===== config.mk =====
export PLATFORM = sky130hd
export DESIGN_NAME = astra_flat
export DESIGN_NICKNAME = d
export VERILOG_FILES = /design/src/rtl/astra_if.sv /design/src/rtl/astra.sv /design/src/flat_wrapper.sv
export SDC_FILE = /design/constraint.sdc
export NUM_CORES = 1
export LEC_CHECK = 0
export BUFFER_PORTS_ARGS = -buffer_cell sky130_fd_sc_hd__buf_2
export CAP_MARGIN = 10
export CORE_ASPECT_RATIO = 0.7
export CORE_UTILIZATION = 38
export DETAILED_ROUTE_END_ITERATION = 10
export PLACE_DENSITY = 0.64
export SLEW_MARGIN = 30
export SYNTH_ARGS = -nofsm -noshare
export SYNTH_HDL_FRONTEND = slang
export SYNTH_SLANG_ARGS = --single-unit
export TNS_END_PERCENT = 20

===== constraint.sdc =====
create_clock -name clk80 -period 5.42 [get_ports clk80]
set_input_delay 0.813 -clock clk80 [delete_from_list [all_inputs] [get_ports clk80]]
set_output_delay 0.813 -clock clk80 [all_outputs]
set_load 0.03 [all_outputs]

===== src/rtl/astra_if.sv =====
// Board-side pin bundle for astra: RS-485 UART0, two 8-bit parallel DACs, static control lines.
// The master modport is the astra side; slave is the board/harness side.
interface astra_if;
  logic UART0_RX;
  logic UART0_TX;
  logic UART0_dTX;
  logic UART0_dRX;
  logic DAC_MODE;
  logic SKUT_MBR;
  logic SKUT_VI;
  logic DAC1_CLK;
  logic DAC1_DB0, DAC1_DB1, DAC1_DB2, DAC1_DB3;
  logic DAC1_DB4, DAC1_DB5, DAC1_DB6, DAC1_DB7;
  logic DAC2_CLK;
  logic DAC2_DB0, DAC2_DB1, DAC2_DB2, DAC2_DB3;
  logic DAC2_DB4, DAC2_DB5, DAC2_DB6, DAC2_DB7;

  modport master (
    input  UART0_RX,
    output UART0_TX, UART0_dTX, UART0_dRX,
    output DAC_MODE, SKUT_MBR, SKUT_VI,
    output DAC1_CLK, DAC1_DB0, DAC1_DB1, DAC1_DB2, DAC1_DB3,
    output DAC1_DB4, DAC1_DB5, DAC1_DB6, DAC1_DB7,
    output DAC2_CLK, DAC2_DB0, DAC2_DB1, DAC2_DB2, DAC2_DB3,
    output DAC2_DB4, DAC2_DB5, DAC2_DB6, DAC2_DB7
  );

  modport slave (
    output UART0_RX,
    input  UART0_TX, UART0_dTX, UART0_dRX,
    input  DAC_MODE, SKUT_MBR, SKUT_VI,
    input  DAC1_CLK, DAC1_DB0, DAC1_DB1, DAC1_DB2, DAC1_DB3,
    input  DAC1_DB4, DAC1_DB5, DAC1_DB6, DAC1_DB7,
    input  DAC2_CLK, DAC2_DB0, DAC2_DB1, DAC2_DB2, DAC2_DB3,
    input  DAC2_DB4, DAC2_DB5, DAC2_DB6, DAC2_DB7
  );
endinterface


===== src/rtl/astra.sv =====
// A-03 telemetry/stimulus top: UART0 2-byte command parser with ack, sawtooth DAC1, level DAC2.
// Define ASTRA_DAC2_MIRROR_EN to drive DAC2 with 255 - DAC1 instead of level2.
module astra #(
  parameter int unsigned BAUD_DIV     = 700,
  parameter int unsigned DAC_DIV      = 16,
  parameter int unsigned TIMEOUT_BITS = 20
) (
  input  logic    clk80,
  input  logic    rst_n,
  astra_if.master pins
);

  localparam int unsigned BaudW      = $clog2(BAUD_DIV);
  localparam int unsigned DivW       = $clog2(DAC_DIV);
  localparam int unsigned ToutCycles = TIMEOUT_BITS * BAUD_DIV;
  localparam int unsigned ToutW      = $clog2(ToutCycles);

  localparam logic [BaudW-1:0] BaudLast = BaudW'(BAUD_DIV - 1);
  localparam logic [BaudW-1:0] BaudMid  = BaudW'(BAUD_DIV / 2 - 1);
  localparam logic [DivW-1:0]  DivLast  = DivW'(DAC_DIV - 1);
  localparam logic [DivW-1:0]  DivHalf  = DivW'(DAC_DIV / 2);
  localparam logic [ToutW-1:0] ToutLast = ToutW'(ToutCycles - 1);

  typedef enum logic [1:0] {RxIdle, RxStart, RxData, RxStop} rx_state_e;
  typedef enum logic {PsAddr, PsValue} ps_state_e;
  typedef enum logic [2:0] {TxIdle, TxLead, TxStart, TxData, TxStop, TxTrail} tx_state_e;

  // Configuration registers
  logic [7:0] step1_q, level2_q;
  logic [2:0] ctrl_q;

  // DAC timing and data
  logic [DivW-1:0] div_q, div_d;
  logic            dac_clk_q;
  logic [7:0]      ramp_q, ramp_next, dac2_q;

  // UART receiver
  logic             rx_meta_q, rx_sync_q, rx_prev_q;
  rx_state_e        rx_st_q, rx_st_d;
  logic [BaudW-1:0] rx_cnt_q, rx_cnt_d;
  logic [2:0]       rx_bit_q, rx_bit_d;
  logic [7:0]       rx_shift_q, rx_shift_d;
  logic             rx_valid, rx_ferr;

  // Command parser
  ps_state_e        ps_st_q, ps_st_d;
  logic [7:0]       addr_q, addr_d;
  logic [ToutW-1:0] tout_q, tout_d;
  logic             addr_ok, wr_en, ack_v;
  logic [7:0]       ack_data;

  // UART transmitter
  tx_state_e        tx_st_q, tx_st_d;
  logic [BaudW-1:0] tx_cnt_q, tx_cnt_d;
  logic [2:0]       tx_bit_q, tx_bit_d;
  logic [7:0]       tx_shift_q, tx_shift_d;
  logic             pend_q, pend_d;
  logic [7:0]       pend_data_q, pend_data_d;
  logic             tx_load;
  logic             tx_line_q, tx_line_d;
  logic             tx_en_q, tx_en_d;

  // ---------------------------------------------------------------------------
  // DAC sample generator
  // ---------------------------------------------------------------------------
  assign div_d     = (div_q == DivLast) ? '0 : div_q + DivW'(1);
  assign ramp_next = ramp_q + step1_q;

  always_ff @(posedge clk80 or negedge rst_n) begin
    if (!rst_n) begin
      div_q     <= '0;
      dac_clk_q <= 1'b0;
      ramp_q    <= 8'h00;
      dac2_q    <= 8'h00;
    end else begin
      div_q     <= div_d;
      // Registered copy of (div >= DAC_DIV/2) so the DAC latch clocks are glitch-free.
      dac_clk_q <= (div_d >= DivHalf);
      if (div_q == '0) begin
        ramp_q <= ramp_next;
`ifdef ASTRA_DAC2_MIRROR_EN
        dac2_q <= ~ramp_next;
`else
        dac2_q <= level2_q;
`endif
      end
    end
  end

  // ---------------------------------------------------------------------------
  // UART receiver, 8N1, LSB first
  // ---------------------------------------------------------------------------
  always_ff @(posedge clk80 or negedge rst_n) begin
    if (!rst_n) begin
      rx_meta_q  <= 1'b1;
      rx_sync_q  <= 1'b1;
      rx_prev_q  <= 1'b1;
      rx_st_q    <= RxIdle;
      rx_cnt_q   <= '0;
      rx_bit_q   <= '0;
      rx_shift_q <= 8'h00;
    end else begin
      rx_meta_q  <= pins.UART0_RX;
      rx_sync_q  <= rx_meta_q;
      rx_prev_q  <= rx_sync_q;
      rx_st_q    <= rx_st_d;
      rx_cnt_q   <= rx_cnt_d;
      rx_bit_q   <= rx_bit_d;
      rx_shift_q <= rx_shift_d;
    end
  end

  always_comb begin
    rx_st_d    = rx_st_q;
    rx_cnt_d   = rx_cnt_q + BaudW'(1);
    rx_bit_d   = rx_bit_q;
    rx_shift_d = rx_shift_q;
    rx_valid   = 1'b0;
    rx_ferr    = 1'b0;
    if (tx_en_q) begin
      // Half-duplex bus: our own transmission must not be parsed as a command.
      rx_st_d  = RxIdle;
      rx_cnt_d = '0;
    end else begin
      unique case (rx_st_q)
        RxIdle: begin
          rx_cnt_d = '0;
          if (rx_prev_q && !rx_sync_q) rx_st_d = RxStart;
        end
        RxStart: begin
          if (rx_cnt_q == BaudMid) begin
            rx_cnt_d = '0;
            rx_bit_d = '0;
            rx_st_d  = rx_sync_q ? RxIdle : RxData;
          end
        end
        RxData: begin
          if (rx_cnt_q == BaudLast) begin
            rx_cnt_d   = '0;
            rx_shift_d = {rx_sync_q, rx_shift_q[7:1]};
            rx_bit_d   = rx_bit_q + 3'd1;
            if (rx_bit_q == 3'd7) rx_st_d = RxStop;
          end
        end
        RxStop: begin
          if (rx_cnt_q == BaudLast) begin
            rx_cnt_d = '0;
            rx_st_d  = RxIdle;
            rx_valid = rx_sync_q;
            rx_ferr  = !rx_sync_q;
          end
        end
        default: rx_st_d = RxIdle;
      endcase
    end
  end

  // ---------------------------------------------------------------------------
  // Address/value parser and register file
  // ---------------------------------------------------------------------------
  assign addr_ok = (addr_q == 8'h01) || (addr_q == 8'h02) || (addr_q == 8'h03);

  always_comb begin
    ps_st_d  = ps_st_q;
    addr_d   = addr_q;
    tout_d   = '0;
    wr_en    = 1'b0;
    ack_v    = 1'b0;
    ack_data = 8'hFF;
    unique case (ps_st_q)
      PsAddr: begin
        if (rx_valid) begin
          addr_d  = rx_shift_q;
          ps_st_d = PsValue;
        end
      end
      PsValue: begin
        tout_d = tout_q + ToutW'(1);
        if (rx_valid) begin
          ps_st_d  = PsAddr;
          ack_v    = 1'b1;
          wr_en    = addr_ok;
          ack_data = addr_ok ? rx_shift_q : 8'hFF;
        end else if (rx_ferr || (tout_q == ToutLast)) begin
          ps_st_d = PsAddr;
        end
      end
      default: ps_st_d = PsAddr;
    endcase
  end

  always_ff @(posedge clk80 or negedge rst_n) begin
    if (!rst_n) begin
      ps_st_q  <= PsAddr;
      addr_q   <= 8'h00;
      tout_q   <= '0;
      step1_q  <= 8'h01;
      level2_q <= 8'h80;
      ctrl_q   <= 3'b000;
    end else begin
      ps_st_q <= ps_st_d;
      addr_q  <= addr_d;
      tout_q  <= tout_d;
      if (wr_en) begin
        case (addr_q)
          8'h01:   step1_q  <= rx_shift_q;
          8'h02:   level2_q <= rx_shift_q;
          8'h03:   ctrl_q   <= rx_shift_q[2:0];
          default: ;
        endcase
      end
    end
  end

  // ---------------------------------------------------------------------------
  // Ack transmitter with a single pending slot
  // ---------------------------------------------------------------------------
  assign tx_load = (tx_st_q == TxIdle) && (pend_q || ack_v);

  always_comb begin
    tx_st_d     = tx_st_q;
    tx_cnt_d    = tx_cnt_q + BaudW'(1);
    tx_bit_d    = tx_bit_q;
    tx_shift_d  = tx_shift_q;
    pend_d      = pend_q;
    pend_data_d = pend_data_q;

    if (tx_load && pend_q) begin
      pend_d = ack_v;
      if (ack_v) pend_data_d = ack_data;
    end else if (ack_v && !tx_load && !pend_q) begin
      pend_d      = 1'b1;
      pend_data_d = ack_data;
    end

    unique case (tx_st_q)
      TxIdle: begin
        tx_cnt_d = '0;
        if (tx_load) begin
          tx_st_d    = TxLead;
          tx_shift_d = pend_q ? pend_data_q : ack_data;
        end
      end
      TxLead: begin
        tx_cnt_d = '0;
        tx_st_d  = TxStart;
      end
      TxStart: begin
        if (tx_cnt_q == BaudLast) begin
          tx_cnt_d = '0;
          tx_bit_d = '0;
          tx_st_d  = TxData;
        end
      end
      TxData: begin
        if (tx_cnt_q == BaudLast) begin
          tx_cnt_d   = '0;
          tx_shift_d = {1'b1, tx_shift_q[7:1]};
          tx_bit_d   = tx_bit_q + 3'd1;
          if (tx_bit_q == 3'd7) tx_st_d = TxStop;
        end
      end
      TxStop: begin
        if (tx_cnt_q == BaudLast) begin
          tx_cnt_d = '0;
          tx_st_d  = TxTrail;
        end
      end
      TxTrail: begin
        tx_cnt_d = '0;
        tx_st_d  = TxIdle;
      end
      default: tx_st_d = TxIdle;
    endcase

    // Line and driver enable are decoded from the current state, then registered together.
    tx_en_d = (tx_st_q != TxIdle);
    unique case (tx_st_q)
      TxStart: tx_line_d = 1'b0;
      TxData:  tx_line_d = tx_shift_q[0];
      default: tx_line_d = 1'b1;
    endcase
  end

  always_ff @(posedge clk80 or negedge rst_n) begin
    if (!rst_n) begin
      tx_st_q     <= TxIdle;
      tx_cnt_q    <= '0;
      tx_bit_q    <= '0;
      tx_shift_q  <= 8'h00;
      pend_q      <= 1'b0;
      pend_data_q <= 8'h00;
      tx_line_q   <= 1'b1;
      tx_en_q     <= 1'b0;
    end else begin
      tx_st_q     <= tx_st_d;
      tx_cnt_q    <= tx_cnt_d;
      tx_bit_q    <= tx_bit_d;
      tx_shift_q  <= tx_shift_d;
      pend_q      <= pend_d;
      pend_data_q <= pend_data_d;
      tx_line_q   <= tx_line_d;
      tx_en_q     <= tx_en_d;
    end
  end

  // ---------------------------------------------------------------------------
  // Pin mapping
  // ---------------------------------------------------------------------------
  assign pins.UART0_TX  = tx_line_q;
  assign pins.UART0_dTX = tx_en_q;
  assign pins.UART0_dRX = tx_en_q;
  assign pins.DAC_MODE  = ctrl_q[0];
  assign pins.SKUT_MBR  = ctrl_q[1];
  assign pins.SKUT_VI   = ctrl_q[2];

  assign pins.DAC1_CLK = dac_clk_q;
  assign pins.DAC1_DB0 = ramp_q[0];
  assign pins.DAC1_DB1 = ramp_q[1];
  assign pins.DAC1_DB2 = ramp_q[2];
  assign pins.DAC1_DB3 = ramp_q[3];
  assign pins.DAC1_DB4 = ramp_q[4];
  assign pins.DAC1_DB5 = ramp_q[5];
  assign pins.DAC1_DB6 = ramp_q[6];
  assign pins.DAC1_DB7 = ramp_q[7];

  assign pins.DAC2_CLK = dac_clk_q;
  assign pins.DAC2_DB0 = dac2_q[0];
  assign pins.DAC2_DB1 = dac2_q[1];
  assign pins.DAC2_DB2 = dac2_q[2];
  assign pins.DAC2_DB3 = dac2_q[3];
  assign pins.DAC2_DB4 = dac2_q[4];
  assign pins.DAC2_DB5 = dac2_q[5];
  assign pins.DAC2_DB6 = dac2_q[6];
  assign pins.DAC2_DB7 = dac2_q[7];

endmodule


===== src/flat_wrapper.sv =====
// flat-port wrapper written by rule: the top's interface ports become plain ports
module astra_flat 
#(
  parameter int unsigned BAUD_DIV     = 700,
  parameter int unsigned DAC_DIV      = 16,
  parameter int unsigned TIMEOUT_BITS = 20
)
  (clk80, rst_n, pins_UART0_RX, pins_UART0_TX, pins_UART0_dTX, pins_UART0_dRX, pins_DAC_MODE, pins_SKUT_MBR, pins_SKUT_VI, pins_DAC1_CLK, pins_DAC1_DB0, pins_DAC1_DB1, pins_DAC1_DB2, pins_DAC1_DB3, pins_DAC1_DB4, pins_DAC1_DB5, pins_DAC1_DB6, pins_DAC1_DB7, pins_DAC2_CLK, pins_DAC2_DB0, pins_DAC2_DB1, pins_DAC2_DB2, pins_DAC2_DB3, pins_DAC2_DB4, pins_DAC2_DB5, pins_DAC2_DB6, pins_DAC2_DB7);
  astra_if pins_i ();
  input  logic clk80;
  input  logic rst_n;
  input wire logic [$bits(pins_i.UART0_RX)-1:0] pins_UART0_RX;
  output wire logic [$bits(pins_i.UART0_TX)-1:0] pins_UART0_TX;
  output wire logic [$bits(pins_i.UART0_dTX)-1:0] pins_UART0_dTX;
  output wire logic [$bits(pins_i.UART0_dRX)-1:0] pins_UART0_dRX;
  output wire logic [$bits(pins_i.DAC_MODE)-1:0] pins_DAC_MODE;
  output wire logic [$bits(pins_i.SKUT_MBR)-1:0] pins_SKUT_MBR;
  output wire logic [$bits(pins_i.SKUT_VI)-1:0] pins_SKUT_VI;
  output wire logic [$bits(pins_i.DAC1_CLK)-1:0] pins_DAC1_CLK;
  output wire logic [$bits(pins_i.DAC1_DB0)-1:0] pins_DAC1_DB0;
  output wire logic [$bits(pins_i.DAC1_DB1)-1:0] pins_DAC1_DB1;
  output wire logic [$bits(pins_i.DAC1_DB2)-1:0] pins_DAC1_DB2;
  output wire logic [$bits(pins_i.DAC1_DB3)-1:0] pins_DAC1_DB3;
  output wire logic [$bits(pins_i.DAC1_DB4)-1:0] pins_DAC1_DB4;
  output wire logic [$bits(pins_i.DAC1_DB5)-1:0] pins_DAC1_DB5;
  output wire logic [$bits(pins_i.DAC1_DB6)-1:0] pins_DAC1_DB6;
  output wire logic [$bits(pins_i.DAC1_DB7)-1:0] pins_DAC1_DB7;
  output wire logic [$bits(pins_i.DAC2_CLK)-1:0] pins_DAC2_CLK;
  output wire logic [$bits(pins_i.DAC2_DB0)-1:0] pins_DAC2_DB0;
  output wire logic [$bits(pins_i.DAC2_DB1)-1:0] pins_DAC2_DB1;
  output wire logic [$bits(pins_i.DAC2_DB2)-1:0] pins_DAC2_DB2;
  output wire logic [$bits(pins_i.DAC2_DB3)-1:0] pins_DAC2_DB3;
  output wire logic [$bits(pins_i.DAC2_DB4)-1:0] pins_DAC2_DB4;
  output wire logic [$bits(pins_i.DAC2_DB5)-1:0] pins_DAC2_DB5;
  output wire logic [$bits(pins_i.DAC2_DB6)-1:0] pins_DAC2_DB6;
  output wire logic [$bits(pins_i.DAC2_DB7)-1:0] pins_DAC2_DB7;
  assign pins_i.UART0_RX = pins_UART0_RX;
  assign pins_UART0_TX = pins_i.UART0_TX;
  assign pins_UART0_dTX = pins_i.UART0_dTX;
  assign pins_UART0_dRX = pins_i.UART0_dRX;
  assign pins_DAC_MODE = pins_i.DAC_MODE;
  assign pins_SKUT_MBR = pins_i.SKUT_MBR;
  assign pins_SKUT_VI = pins_i.SKUT_VI;
  assign pins_DAC1_CLK = pins_i.DAC1_CLK;
  assign pins_DAC1_DB0 = pins_i.DAC1_DB0;
  assign pins_DAC1_DB1 = pins_i.DAC1_DB1;
  assign pins_DAC1_DB2 = pins_i.DAC1_DB2;
  assign pins_DAC1_DB3 = pins_i.DAC1_DB3;
  assign pins_DAC1_DB4 = pins_i.DAC1_DB4;
  assign pins_DAC1_DB5 = pins_i.DAC1_DB5;
  assign pins_DAC1_DB6 = pins_i.DAC1_DB6;
  assign pins_DAC1_DB7 = pins_i.DAC1_DB7;
  assign pins_DAC2_CLK = pins_i.DAC2_CLK;
  assign pins_DAC2_DB0 = pins_i.DAC2_DB0;
  assign pins_DAC2_DB1 = pins_i.DAC2_DB1;
  assign pins_DAC2_DB2 = pins_i.DAC2_DB2;
  assign pins_DAC2_DB3 = pins_i.DAC2_DB3;
  assign pins_DAC2_DB4 = pins_i.DAC2_DB4;
  assign pins_DAC2_DB5 = pins_i.DAC2_DB5;
  assign pins_DAC2_DB6 = pins_i.DAC2_DB6;
  assign pins_DAC2_DB7 = pins_i.DAC2_DB7;
  astra #(.BAUD_DIV(BAUD_DIV), .DAC_DIV(DAC_DIV), .TIMEOUT_BITS(TIMEOUT_BITS)) u_core (.clk80(clk80), .rst_n(rst_n), .pins(pins_i));
endmodule

==> results.py <==
metrics = {
    "placement": {
        "dp_hpwl_um": 7890,
        "preCtsSetupSlack_ps": 3100,
        "gp_congestion": 0.784,
        "io_buffers": 26,
        "placed_area_um2": 6300,
    },
    "clocking": {
        "path_clk_slew_ps": 50,
        "cts_buffer_depth": 2,
        "ctsResizeCount": 0,
        "cts_inserted_buffers": 17,
        "postCtsSetupBuffers": 0,
        "cts_sinks": 124,
        "cts_tree": "built",
        "insertion_delay_ps": 410,
        "ctsHtreeMaxLevel": 4,
        "cts-root-buf": "clkbuf_16",
        "cts_hold_buf": 0,
    },
    "floorplan": {
        "rows": 37,
        "dieArea_um2": 16200,
        "top_level_ports": 27,
        "die_w_um": 152,
        "die_h_um": 107,
        "core_um2": 15000,
        "start_util_pct": 39.8,
    },
    "cells_and_area": {
        "largest_register_ffs": 14,
        "drive_above_1_share_pct": 19.1,
        "final_cell_mix": "dfrtp_1 (118), nand2_1 (53), nor2_1 (36), mux2_2 (34), nand3_1 (30)",
        "top_register": "u_core.tout_q",
        "final_util_pct": 45.6,
        "antenna_cells": 0,
        "synthToLayoutAreaGrowth_pct": 14.7,
        "finalInstanceArea_um2": 6840,
        "final_nets": 601,
        "final_common_cell": "dfrtp_1",
        "largestRegisters": "u_core.tout_q: 14 flops, u_core.rx_cnt_q: 10 flops, u_core.tx_cnt_q: 10 flops",
        "regArea_um2": 3110,
        "multi_input_area_um2": 2670,
        "fill_cells": 1382,
    },
    "logic_synthesis": {
        "synthCells": 545,
        "ys_types": 62,
        "synth_edf_count": 0,
        "synth_nets": 571,
        "ys_warn_count": 0,
        "ys_seq_elements": 124,
        "ys.flop_type": "dfrtp_1",
        "async_reset_ff_share_pct": 100,
        "syn_area_um2": 5970,
        "synth-seq-area-share_pct": 52.1,
        "syn_avg_cell_area_um2": 11.0,
    },
    "drt": {
        "num_vias": 4012,
        "postRouteAntennaNets": 0,
        "post_drt_wl_per_cell_um": 14.7,
        "vias_per_cell": 5.14,
        "drtIter0Drc": 287,
        "totalWireLength_um": 11400,
        "dr.pass1.iters": 4,
        "drcViolationCount": 0,
    },
    "sta": {
        "fmax_mhz": 430,
        "setup_viol": 0,
        "final_hold_viol_count": 0,
        "slew_headroom_pct": 53.0,
        "fin_skew_ps": 8.91,
        "rsz0062_at_grt": "false",
        "postLayoutSetupSlackWorst_ps": 3090,
        "tns_ps": 0,
        "final.min_clock_period_ps": 2330,
        "period_share_pct": 42.9,
        "worst_slew_pin_slew_ps": 704,
        "slew_viol_final": 0,
    },
    "setup_path": {
        "crit_buf_inv": 0,
        "startpoint_type": "flip-flop",
        "r2r_cells": 5,
        "path_cells": "ha_1 -> and3_1 -> nand3_2 -> nor4_4 -> mux2_2",
        "cp_max_fo": 10,
        "slowest_stage": "nor4_4",
        "path_class": "reg2reg",
        "r2r-start": "u_core.rx_cnt_q[0]$_DFF_PN0_",
        "ff2ff_setup_slack_ps": 3090,
        "cp_top_family": "simple AND/OR/NAND/NOR gates",
        "r2r_end": "u_core.addr_q[3]$_DFFE_PN0P_",
        "critPathRequiredTime_ps": 5700,
        "cpPeakStageDelay_ps": 590,
        "endpoint_kind": "flip-flop",
        "arrival_ps": 2610,
    },
    "status": {
        "status": "complete, no violations",
    },
    "grt": {
        "overflow": 0,
        "antenna_found_initial": 0,
        "grt_max_degree": 49,
        "grt_pass1_wl_um": 19200,
        "grt_pass1_vias": 3900,
        "grt_use_total_pct": 15.2,
    },
    "power": {
        "power_density_nw_per_um2": 319,
        "ir_drop_v": 0.000189,
        "p_leak_uw": 0.00318,
    },
    "hold_path": {
        "min_to": "u_core.rx_sync_q$_DFF_PN1_",
        "min_path_cells": 0,
        "min_from": "u_core.rx_meta_q$_DFF_PN1_",
        "hold_path.class": "reg2reg",
    },
    "job": {
        "cap_violations": 0,
    },
}
worst max path at each step:
stage                                     to                             from  slack [ps]  cells after the start
3_3_place_gp    u_core.addr_q[1]$_DFFE_PN0P_     u_core.rx_cnt_q[0]$_DFF_PN0_        3200                      5
6_report        u_core.addr_q[3]$_DFFE_PN0P_     u_core.rx_cnt_q[0]$_DFF_PN0_        3090                      5
4_1_cts         u_core.addr_q[3]$_DFFE_PN0P_     u_core.rx_cnt_q[0]$_DFF_PN0_        3080                      5
5_1_grt         u_core.addr_q[1]$_DFFE_PN0P_     u_core.rx_cnt_q[0]$_DFF_PN0_        2870                      5
2_1_floorplan  u_core.step1_q[2]$_DFFE_PN0P_  u_core.pins.UART0_dRX$_DFF_PN0_        3290                      6
3_5_place_dp    u_core.addr_q[4]$_DFFE_PN0P_     u_core.rx_cnt_q[0]$_DFF_PN0_        3100                      5
power by group:
group          switching [uW]  internal (uW)
sequential               18.8            944
combinational             114           58.3
clock                     424            627
total                     557           1630
final cells by class:
class,count,area share [%]
repair buffers,28,2.34
flip-flops and latches,124,45.4
inverters,29,1.59
clock buffers,17,6.22
well taps,195,3.56
multi-input cells,375,39.1
clock inverters,13,1.77
cell usage after synthesis (all sizes together), types with 2 or more instances:
library cell  count  area [um^2]
dfrtp           118         2950
clkbuf           12         45.0
or4               2         15.0
a21boi            3         22.5
or2               2         12.5
nand2            54          210
inv              29          109
ha               22          275
nor3              6         30.0
nand3            31          160
nor4              3         33.8
o31ai             2         15.0
nand2b            2         12.5
nor3b             3         45.1
or3               6         37.5
o311ai            2         17.5
o22ai             4         31.3
a211oi            2         15.0
nand4             6         37.5
o22a              7         61.3
and3              8         50.1
o41ai             5         51.3
and2             14         87.6
a21oi            12         60.1
nand3b           11         82.6
buf               5         30.0
o21ai            25          125
nor2b            10         62.6
dfstp             6          158
nor2             36          135
o21bai            2         15.0
xnor2            14          123
mux2             34          383
xor2             16          140
mux2i            12          120
cells by family (layout without fill, tap and decap cells):
group,count (synthesis),after routing,share of synthesized area [%]
adders and majority gates,24,24,5.12
AOI/OAI and AO/OA,73,73,8.43
DFF,124,124,52.1
muxes,46,46,8.43
buffers and inverters,46,87,3.08
xor gates and xnor gates,30,30,4.40
and+or+nand+nor,202,202,18.4
routing by layer:
layer | part of all wire [%] | global-route usage [%]
met1 | 52 | 21.1
met2 | 45 | 23.1
met3 | 2.9 | 4.00
met4 | 0.17 | 4.95
met5 | 0 | 0
stage by stage:
step | hold WS [ps] | cells | power [uW]
after floorplan | 345 | 545 | 1100
after detailed placement | 347 | 751 | 1150
after global routing | 359 | 781 | 2280
final | 356 | 781 | 2190
after global placement | 346 | 750 | 1140
after CTS | 355 | 781 | 2210
(Power assumes the default switching activity.)
